**src/rtl/op_sequencer.sv**
```systemverilog
// op_sequencer: owns the instruction register, per-instruction step counter,
// CB-prefix state, conditional early termination, HALT and interrupt dispatch.
// Optional feature macro: OP_SEQUENCER_HALT_BUG_EN (HALT bug, drives pc_hold).
module op_sequencer #(
    parameter int         STEP_W      = 3,
    parameter int         N_IRQ       = 5,
    parameter logic [7:0] PREFIX_OP   = 8'hCB,
    parameter logic [7:0] DISPATCH_OP = 8'hD3
) (
    input  logic              clk,
    input  logic              rst,
    input  logic              done,
    input  logic              is_cond,
    input  logic [1:0]        cond,
    input  logic [3:0]        flags,
    input  logic [7:0]        d_in,
    input  logic              halt_req,
    input  logic              ei,
    input  logic              di,
    input  logic              reti,
    input  logic [N_IRQ-1:0]  irq_req,
    output logic [7:0]        ir,
    output logic              prefix,
    output logic [STEP_W-1:0] step,
    output logic              fetch,
    output logic [N_IRQ-1:0]  irq_ack,
    output logic [7:0]        vector,
    output logic              ime,
    output logic              halted,
    output logic              fault,
    output logic              pc_hold
);

    typedef enum logic [1:0] {
        ST_RUN   = 2'd0,
        ST_HALT  = 2'd1,
        ST_FAULT = 2'd2
    } state_t;

    localparam logic [STEP_W-1:0] STEP_MAX = {STEP_W{1'b1}};

    // Condition code truth: 00 NZ, 01 Z, 10 NC, 11 C; flags are {Z,N,H,C}.
    function automatic logic cond_true(input logic [1:0] c, input logic [3:0] f);
        logic r;
        case (c)
            2'b00:   r = ~f[3];
            2'b01:   r = f[3];
            2'b10:   r = ~f[0];
            2'b11:   r = f[0];
            default: r = 1'b0;
        endcase
        return r;
    endfunction

    state_t            state_r, state_n;
    logic [7:0]        ir_r, ir_n;
    logic              prefix_r, prefix_n;
    logic [STEP_W-1:0] step_r, step_n;
    logic [N_IRQ-1:0]  irq_ack_r, irq_ack_n;
    logic [7:0]        vector_r, vector_n;
    logic              ime_r, ime_n;
    logic              ei_pend_r, ei_pend_n;
    logic              halted_r, halted_n;
    logic              fault_r, fault_n;
`ifdef OP_SEQUENCER_HALT_BUG_EN
    logic              pc_hold_r, pc_hold_n;
`endif

    logic              end_s;
    logic              irq_any_s;
    logic [N_IRQ-1:0]  irq_onehot_s;
    logic [7:0]        irq_vec_s;
    logic              ime_upd_s;
    logic              ei_pend_upd_s;
    logic              unused_flags_s;

    // N and H flags are not used by any condition code.
    assign unused_flags_s = ^flags[2:1];

    // End detection, lowest-index interrupt select and end-of-instruction IME update.
    always_comb begin
        end_s        = done | (is_cond & ~cond_true(cond, flags));
        irq_any_s    = |irq_req;
        irq_onehot_s = '0;
        irq_vec_s    = 8'h40;
        for (int i = N_IRQ - 1; i >= 0; i--) begin
            if (irq_req[i]) begin
                irq_onehot_s    = '0;
                irq_onehot_s[i] = 1'b1;
                irq_vec_s       = 8'h40 + 8'(i * 8);
            end else begin
                irq_onehot_s = irq_onehot_s;
            end
        end
        // DI wins over everything; a pending EI or RETI raises IME; EI re-arms the pending flag.
        ime_upd_s     = di ? 1'b0 : ((reti | ei_pend_r) ? 1'b1 : ime_r);
        ei_pend_upd_s = di ? 1'b0 : ei;
    end

    // Next-state and next-register logic for RUN / HALT / FAULT.
    always_comb begin
        state_n   = state_r;
        ir_n      = ir_r;
        prefix_n  = prefix_r;
        step_n    = step_r;
        irq_ack_n = '0;
        vector_n  = vector_r;
        ime_n     = ime_r;
        ei_pend_n = ei_pend_r;
        halted_n  = halted_r;
        fault_n   = fault_r;
`ifdef OP_SEQUENCER_HALT_BUG_EN
        pc_hold_n = 1'b0;
`endif
        case (state_r)
            ST_RUN: begin
                if (end_s) begin
                    step_n = '0;
                    if ((ir_r == PREFIX_OP) && !prefix_r) begin
                        // Prefix byte: next opcode comes from the CB table, no interrupt window.
                        ir_n     = d_in;
                        prefix_n = 1'b1;
                    end else begin
                        prefix_n  = 1'b0;
                        ime_n     = ime_upd_s;
                        ei_pend_n = ei_pend_upd_s;
                        if (halt_req) begin
`ifdef OP_SEQUENCER_HALT_BUG_EN
                            if (!ime_r && irq_any_s) begin
                                // HALT bug: no halt, the next opcode byte is fetched twice.
                                ir_n      = d_in;
                                pc_hold_n = 1'b1;
                            end else begin
                                state_n  = ST_HALT;
                                halted_n = 1'b1;
                            end
`else
                            state_n  = ST_HALT;
                            halted_n = 1'b1;
`endif
                        end else if (ime_r && irq_any_s) begin
                            // Interrupt check uses the IME value from before this update.
                            ir_n      = DISPATCH_OP;
                            ime_n     = 1'b0;
                            irq_ack_n = irq_onehot_s;
                            vector_n  = irq_vec_s;
                        end else begin
                            ir_n = d_in;
                        end
                    end
                end else if (step_r == STEP_MAX) begin
                    state_n = ST_FAULT;
                    fault_n = 1'b1;
                end else begin
                    step_n = step_r + STEP_W'(1);
                end
            end
            ST_HALT: begin
                step_n = '0;
                if (irq_any_s) begin
                    state_n  = ST_RUN;
                    halted_n = 1'b0;
                    if (ime_r) begin
                        ir_n      = DISPATCH_OP;
                        ime_n     = 1'b0;
                        irq_ack_n = irq_onehot_s;
                        vector_n  = irq_vec_s;
                    end else begin
                        ir_n = d_in;
                    end
                end else begin
                    state_n = ST_HALT;
                end
            end
            ST_FAULT: begin
                state_n   = ST_FAULT;
                irq_ack_n = irq_ack_r;
            end
            default: begin
                state_n = ST_FAULT;
                fault_n = 1'b1;
            end
        endcase
    end

    // State and output registers with synchronous reset.
    always_ff @(posedge clk) begin
        if (rst) begin
            state_r   <= ST_RUN;
            ir_r      <= 8'h00;
            prefix_r  <= 1'b0;
            step_r    <= '0;
            irq_ack_r <= '0;
            vector_r  <= 8'h00;
            ime_r     <= 1'b0;
            ei_pend_r <= 1'b0;
            halted_r  <= 1'b0;
            fault_r   <= 1'b0;
`ifdef OP_SEQUENCER_HALT_BUG_EN
            pc_hold_r <= 1'b0;
`endif
        end else begin
            state_r   <= state_n;
            ir_r      <= ir_n;
            prefix_r  <= prefix_n;
            step_r    <= step_n;
            irq_ack_r <= irq_ack_n;
            vector_r  <= vector_n;
            ime_r     <= ime_n;
            ei_pend_r <= ei_pend_n;
            halted_r  <= halted_n;
            fault_r   <= fault_n;
`ifdef OP_SEQUENCER_HALT_BUG_EN
            pc_hold_r <= pc_hold_n;
`endif
        end
    end

    assign fetch   = (state_r == ST_RUN) & end_s;
    assign ir      = ir_r;
    assign prefix  = prefix_r;
    assign step    = step_r;
    assign irq_ack = irq_ack_r;
    assign vector  = vector_r;
    assign ime     = ime_r;
    assign halted  = halted_r;
    assign fault   = fault_r;
`ifdef OP_SEQUENCER_HALT_BUG_EN
    assign pc_hold = pc_hold_r;
`else
    assign pc_hold = 1'b0;
`endif

endmodule

```
**config.mk**
```make
export PLATFORM = sky130hd
export DESIGN_NAME = op_sequencer
export DESIGN_NICKNAME = d
export VERILOG_FILES = /design/src/rtl/op_sequencer.sv
export SDC_FILE = /design/constraint.sdc
export NUM_CORES = 1
export LEC_CHECK = 0
export ABC_AREA = 0
export CORE_UTILIZATION = 40
export DETAILED_ROUTE_END_ITERATION = 16
export PLACE_DENSITY = 0.76
export SLEW_MARGIN = 20
export SYNTH_ARGS = -nofsm -noshare
export SYNTH_HDL_FRONTEND = slang
export SYNTH_SLANG_ARGS = --single-unit
```
**constraint.sdc**
```tcl
create_clock -name clk -period 1.9 [get_ports clk]
set_input_delay 0.38 -clock clk [delete_from_list [all_inputs] [get_ports clk]]
set_output_delay 0.38 -clock clk [all_outputs]
set_load 0.01 [all_outputs]
```
**After elaboration in Yosys (flattened, before gate mapping)**

Cells that the tools add are included.

- Register bits after elaboration: 31
- Bits of input ports: 27
- Output and inout bits: 30
- Word-level logic and storage cells: 116

- Add/subtract/negate cells: 1
- Eq/ne operators: 21
- Muxes and demuxes: 58
- Bitwise gates (word level): 9
- Reduce and logical (&&, ||, !) cells: 17

Operator list:

| kind | count |
|---|---|
| $mux 8 | 16 |
| $mux 5 | 11 |
| $pmux 8 s2 | 2 |
| $ne 2x2->1 const B | 9 |
| $mux 1 | 15 |
| $ne 3x3->1 const B | 5 |
| $pmux 5 s3 | 1 |
| $reduce_and 3->1 | 3 |
| $eq 8x8->1 const B | 1 |
| $mux 2 | 4 |
| $reduce_and 4->1 | 2 |
| $reduce_and 7->1 | 1 |
| $eq 2x2->1 const B | 3 |
| $mux 3 | 2 |
| $mux 6 | 1 |
| $pmux 1 s2 | 3 |
| $pmux 3 s2 | 1 |
| $not 1->1 | 5 |
| $reduce_and 5->1 | 1 |
| $reduce_or 5->1 | 1 |
| $eq 2x1->1 const B | 2 |
| $logic_not 2->1 | 2 |
| $pmux 1 s4 | 1 |
| $pmux 2 s2 | 1 |
| other kinds (9) | 13 |

**Depth between registers and ports, before layout**

- Depth after elaboration: 10
- Gate-level depth with buffers: 8
- Mapped depth without buffers: 7

**Worst setup path before layout**

No wires, ideal clock.

- Kind: reg-to-reg
- Start: reg ir_r[2] (netlist: ir[2])
- End: reg irq_ack_r[0] (netlist: irq_ack[0])
- Setup time: 0.120 ns
- Data arrival time: 1.721 ns
- Required time: 1.780 ns
- Path slack: 0.059 ns
- Stages on the path, launching flop included: 6
- Path buffers: 0
- Period minus slack after synthesis: 1.841 ns
- Path through: dfxtp_1 -> or4b_4 -> or3_4 -> o211a_2 -> a21oi_4 -> o21ai_1

- Longest elaborated chain between the ends: 5

Ends and longest elaborated chain:

| element | RTL line | RTL |
|---|---|---|
| start: declaration | 56 | `logic [7:0] ir_r, ir_n;` |
| start signal: assignment | 204 | `ir_r <= ir_n;` |
| $eq 8x8->1 | 119 | `if ((ir_r == PREFIX_OP) && !prefix_r) begin` |
| $logic_and 1x1->1 | 119 |  |
| $mux 5 | 119 |  |
| $mux 5 | 117 | `if (end_s) begin` |
| $pmux 5 s3 | 115 | `case (state_r)` |
| end signal: assignment | 207 | `irq_ack_r <= irq_ack_n;` |
| end: declaration | 59 | `logic [N_IRQ-1:0] irq_ack_r, irq_ack_n;` |

Every way passes these cells.
A chain may end at the register's enable or synchronous reset.

**Worst setup path in the final report**

- Start: reg ir_r[5] (netlist: ir[5])
- End: reg ir_r[2] (netlist: ir[2])

- Longest elaborated chain between the ends: 5
- Elaborated cells between the ends (all ways): 7
- Classes of those cells: eq/ne: 2; mux: 3; reduce/logical: 2

Ends and longest elaborated chain:

| element | RTL line |
|---|---|
| $eq 8x8->1 * | 119 |
| $logic_and 1x1->1 * | 119 |
| $mux 8 | 119 |
| $mux 8 | 117 |
| $pmux 8 s2 | 115 |

Mark *: on every way between the ends. The rest lies on a longest branch, timed or not. The select of a mux whose other input is x is not followed.

==> impl_metrics.ini <==
[layout]
seqCellArea_sq_um = 543
multi_input_area_sq_mm = 0.00107
drive_gt1_share_pct = 30.2
nFillCells = 286
fin_area_sq_mm = 0.00253
area_growth_pct = 65.3
nets = 301
n_antenna_cell = 0
finalNonFillerCells = 316

[clock_network]
cts_hold_buf = 0
clkLatencyLatePin_ns = 0.28
clk_pin_slew_ns = 0.10
clockBufferDepth = 2
cts.sinks = 27
ctsHtreeMaxLevel = 1
cts_tree = yes
cts_buffers = 3
cts_root_buffer = clkbuf_8

[sta]
setup-violations-final = 8
max_freq_mhz = 515
fin_crit_sh_pct = 102
tns_ns = -0.111
rsz0062_at_grt = yes
fin_ws_ns = -0.0412
hold_violations = 0
min_period_ns = 1.94
final_max_slew_viol_count = 0
skew_ns = 0.00793

[drt]
wl_met1_microns = 2040
met3_length_microns = 165
firstDrtPassIters = 4
routed.top_layer = met4
wl_met2_microns = 2330
drt-initial-drc-count = 114
via_per_inst = 5.42
ant_nets = 0
wl_microns = 4580
drc_errors = 0
num_vias = 1712
wl_per_cell_microns = 14.5

[die]
start_util_pct = 41.8
rows = 22
die_area_sq_mm = 0.00407
die_h_microns = 63.8
die_w_microns = 63.8
coreArea_sq_mm = 0.00366
ios = 57

[synthesis]
synthTopCellsByArea = dfxtp_1, nor2_1, a21oi_1
ys_ff_latch = 27
yosysWarningCount = 0
yosys.area.top_type_share_pct = 35.4
synth.distinct_cells = 47
synthArstFlopShare_pct = 0
synth_edf_count = 0
syn_area_sq_mm = 0.00153
synth.yosys.seq_area_share_pct = 35.4
syn_inst = 185
synth_flop_cell = dfxtp_1
yosysMostFrequentCell = dfxtp_1
synth_common_cells = dfxtp_1, nor2_1, nand2_1
avgSynthCellArea_sq_um = 8.26
yosys.area.top_type = dfxtp_1

[global_route]
grt_overflow = 0
grt_pass1_vias = 1641
grt_start_max_net_pins = 17
grt_use_total_pct = 22.9
grt_pass1_wl_microns = 7330
antenna_found_initial = 0

[setup_path]
slowest_stage = or4b_4
critPathMaxFanout = 8
start_kind = register
path_delay_family = simple AND/OR/NAND/NOR gates
critical_path_required_ns = 2.11
crit_type = reg2reg
cp_num_buf_inv = 1
crit_path_cell_trace = or4b_4, buf_6, nor4_1, nor2_2, nand3b_1, a21oi_1
worstPathArrival_ns = 2.15
cp-end-kind = register
max_stage_delay_ns = 0.56

[placement]
gp_congestion = 0.829
port_buffers = 49
dpl.hpwl_microns = 3070
placed_cells = 306
placed_cell_area_sq_mm = 0.00227

[worst_hold_path]
hold_class = reg2reg

[pwr]
power.density_mw_per_mm2 = 1420
leakagePower_nw = 1.01
irDropWorstVdd_mv = 1.02

[run_status]
violations = setup timing
status = finished with violations

[job]
drv_cap = 0
## worst reg2reg max path, cell delays in order (launching register included)
cell	delay, ns
dfxtp_2	0.33
or4b_4	0.56
buf_6	0.15
nor4_1	0.34
nor2_2	0.16
nand3b_1	0.21
a21oi_1	0.13
## sequential cells by signal, indices dropped and copies added, names as in the netlist, 2 cells and up
name / flops
state_r: 2
vector: 4
irq_ack: 5
step: 3
ir: 8
## power breakdown
group / total [mW] / internal, mW / leakage (nW) / switching [mW]
clock network: 0.336 / 0.151 / 0.0228 / 0.186
registers: 0.860 / 0.735 / 0.221 / 0.125
logic: 2.40 / 1.23 / 0.764 / 1.17
## cells by family (layout without fill, tap and decap cells)
group,Yosys count,in the layout,share of synthesized area (%)
adder cells (fa/ha/maj),5,5,4.09
other,1,5,0.245
buffers and inverters,19,97,6.38
flip-flops,27,27,35.4
multiplexers,6,6,4.01
AO/OA/AOI/OAI,52,53,24.3
AND/OR/NAND/NOR,75,75,25.6
## layer usage
layer | global-route usage (%) | vias up
met3 | 3.39 | 9
met1 | 29.7 | 828
met5 | 0 | -
li1 | - | 831
met4 | 7.39 | 0
met2 | 38.6 | 44
## layout make-up
cell class / instances / share of cell area (%)
clock buffers: 4 / 1.78
multi-input cells: 144 / 42.4
repair buffers: 87 / 31.1
well taps: 48 / 2.38
inverters: 6 / 0.891
flip-flops and latches: 27 / 21.5
## worst paths after layout
check                               start                       to  slack (ns)  cells past startpoint
hold reg to reg   irq_ack[1]$_SDFFE_PP0P_  irq_ack[1]$_SDFFE_PP0P_        0.45                      2
setup reg to reg       ir[5]$_SDFFE_PP0P_       ir[2]$_SDFFE_PP0P_       -0.04                      6
hold / removal    irq_ack[1]$_SDFFE_PP0P_  irq_ack[1]$_SDFFE_PP0P_        0.45                      2
setup / recovery       ir[5]$_SDFFE_PP0P_       ir[2]$_SDFFE_PP0P_       -0.04                      6
## through the flow
| step | utilization [%] | worst slack, ns | hold WS (ns) | total power, mW |
|---|---|---|---|---|
| detailed placement | 61.9 | -0.539 | 0.439 | 2.76 |
| global placement | 61.9 | -0.531 | 0.436 | 2.72 |
| CTS | 65.5 | 0.00224 | 0.452 | 3.33 |
| floorplan | - | 0.0588 | 0.429 | 1.89 |
| finish | 69.0 | -0.0412 | 0.452 | 3.60 |
| global route | 69.0 | -0.161 | 0.491 | 3.82 |
## repair_timing
item,in CTS,in global routing
endpoints found under the setup margin,25,22
gates resized for setup,18,33
pin swaps,9,27
cloned,1,0
buffers inserted,5,0
## layout by cell type (no fill, tap or decap), types with 2 or more instances in the layout
master           synthesis  final
a211oi_1                 5      2
a211oi_2                 0      3
a21oi_1                 14     10
a21oi_2                  0      4
buf_4                    5     36
buf_6                    1      2
clkbuf_8                 0      3
clkdlybuf4s50_1          0     39
conb_1                   1      5
dfxtp_1                 27     25
dfxtp_2                  0      2
dlygate4sd2_1            0      4
dlymetal6s2s_1           0      5
ha_1                     5      3
inv_1                    6      4
inv_2                    0      2
mux2i_1                  5      5
nand2_1                 15     15
nand2b_1                 6      6
nand3_1                  5      5
nand3b_1                 7      7
nand4_1                  2      2
nor2_1                  22     17
nor2_2                   0      5
nor2b_1                  3      3
nor3_1                   5      3
nor3_2                   0      2
o211a_4                  1      3
o21ai_0                  9      8
o21ai_1                  6      6
or3_4                    1      2
Note: power is estimated with default switching activity, not from simulation.
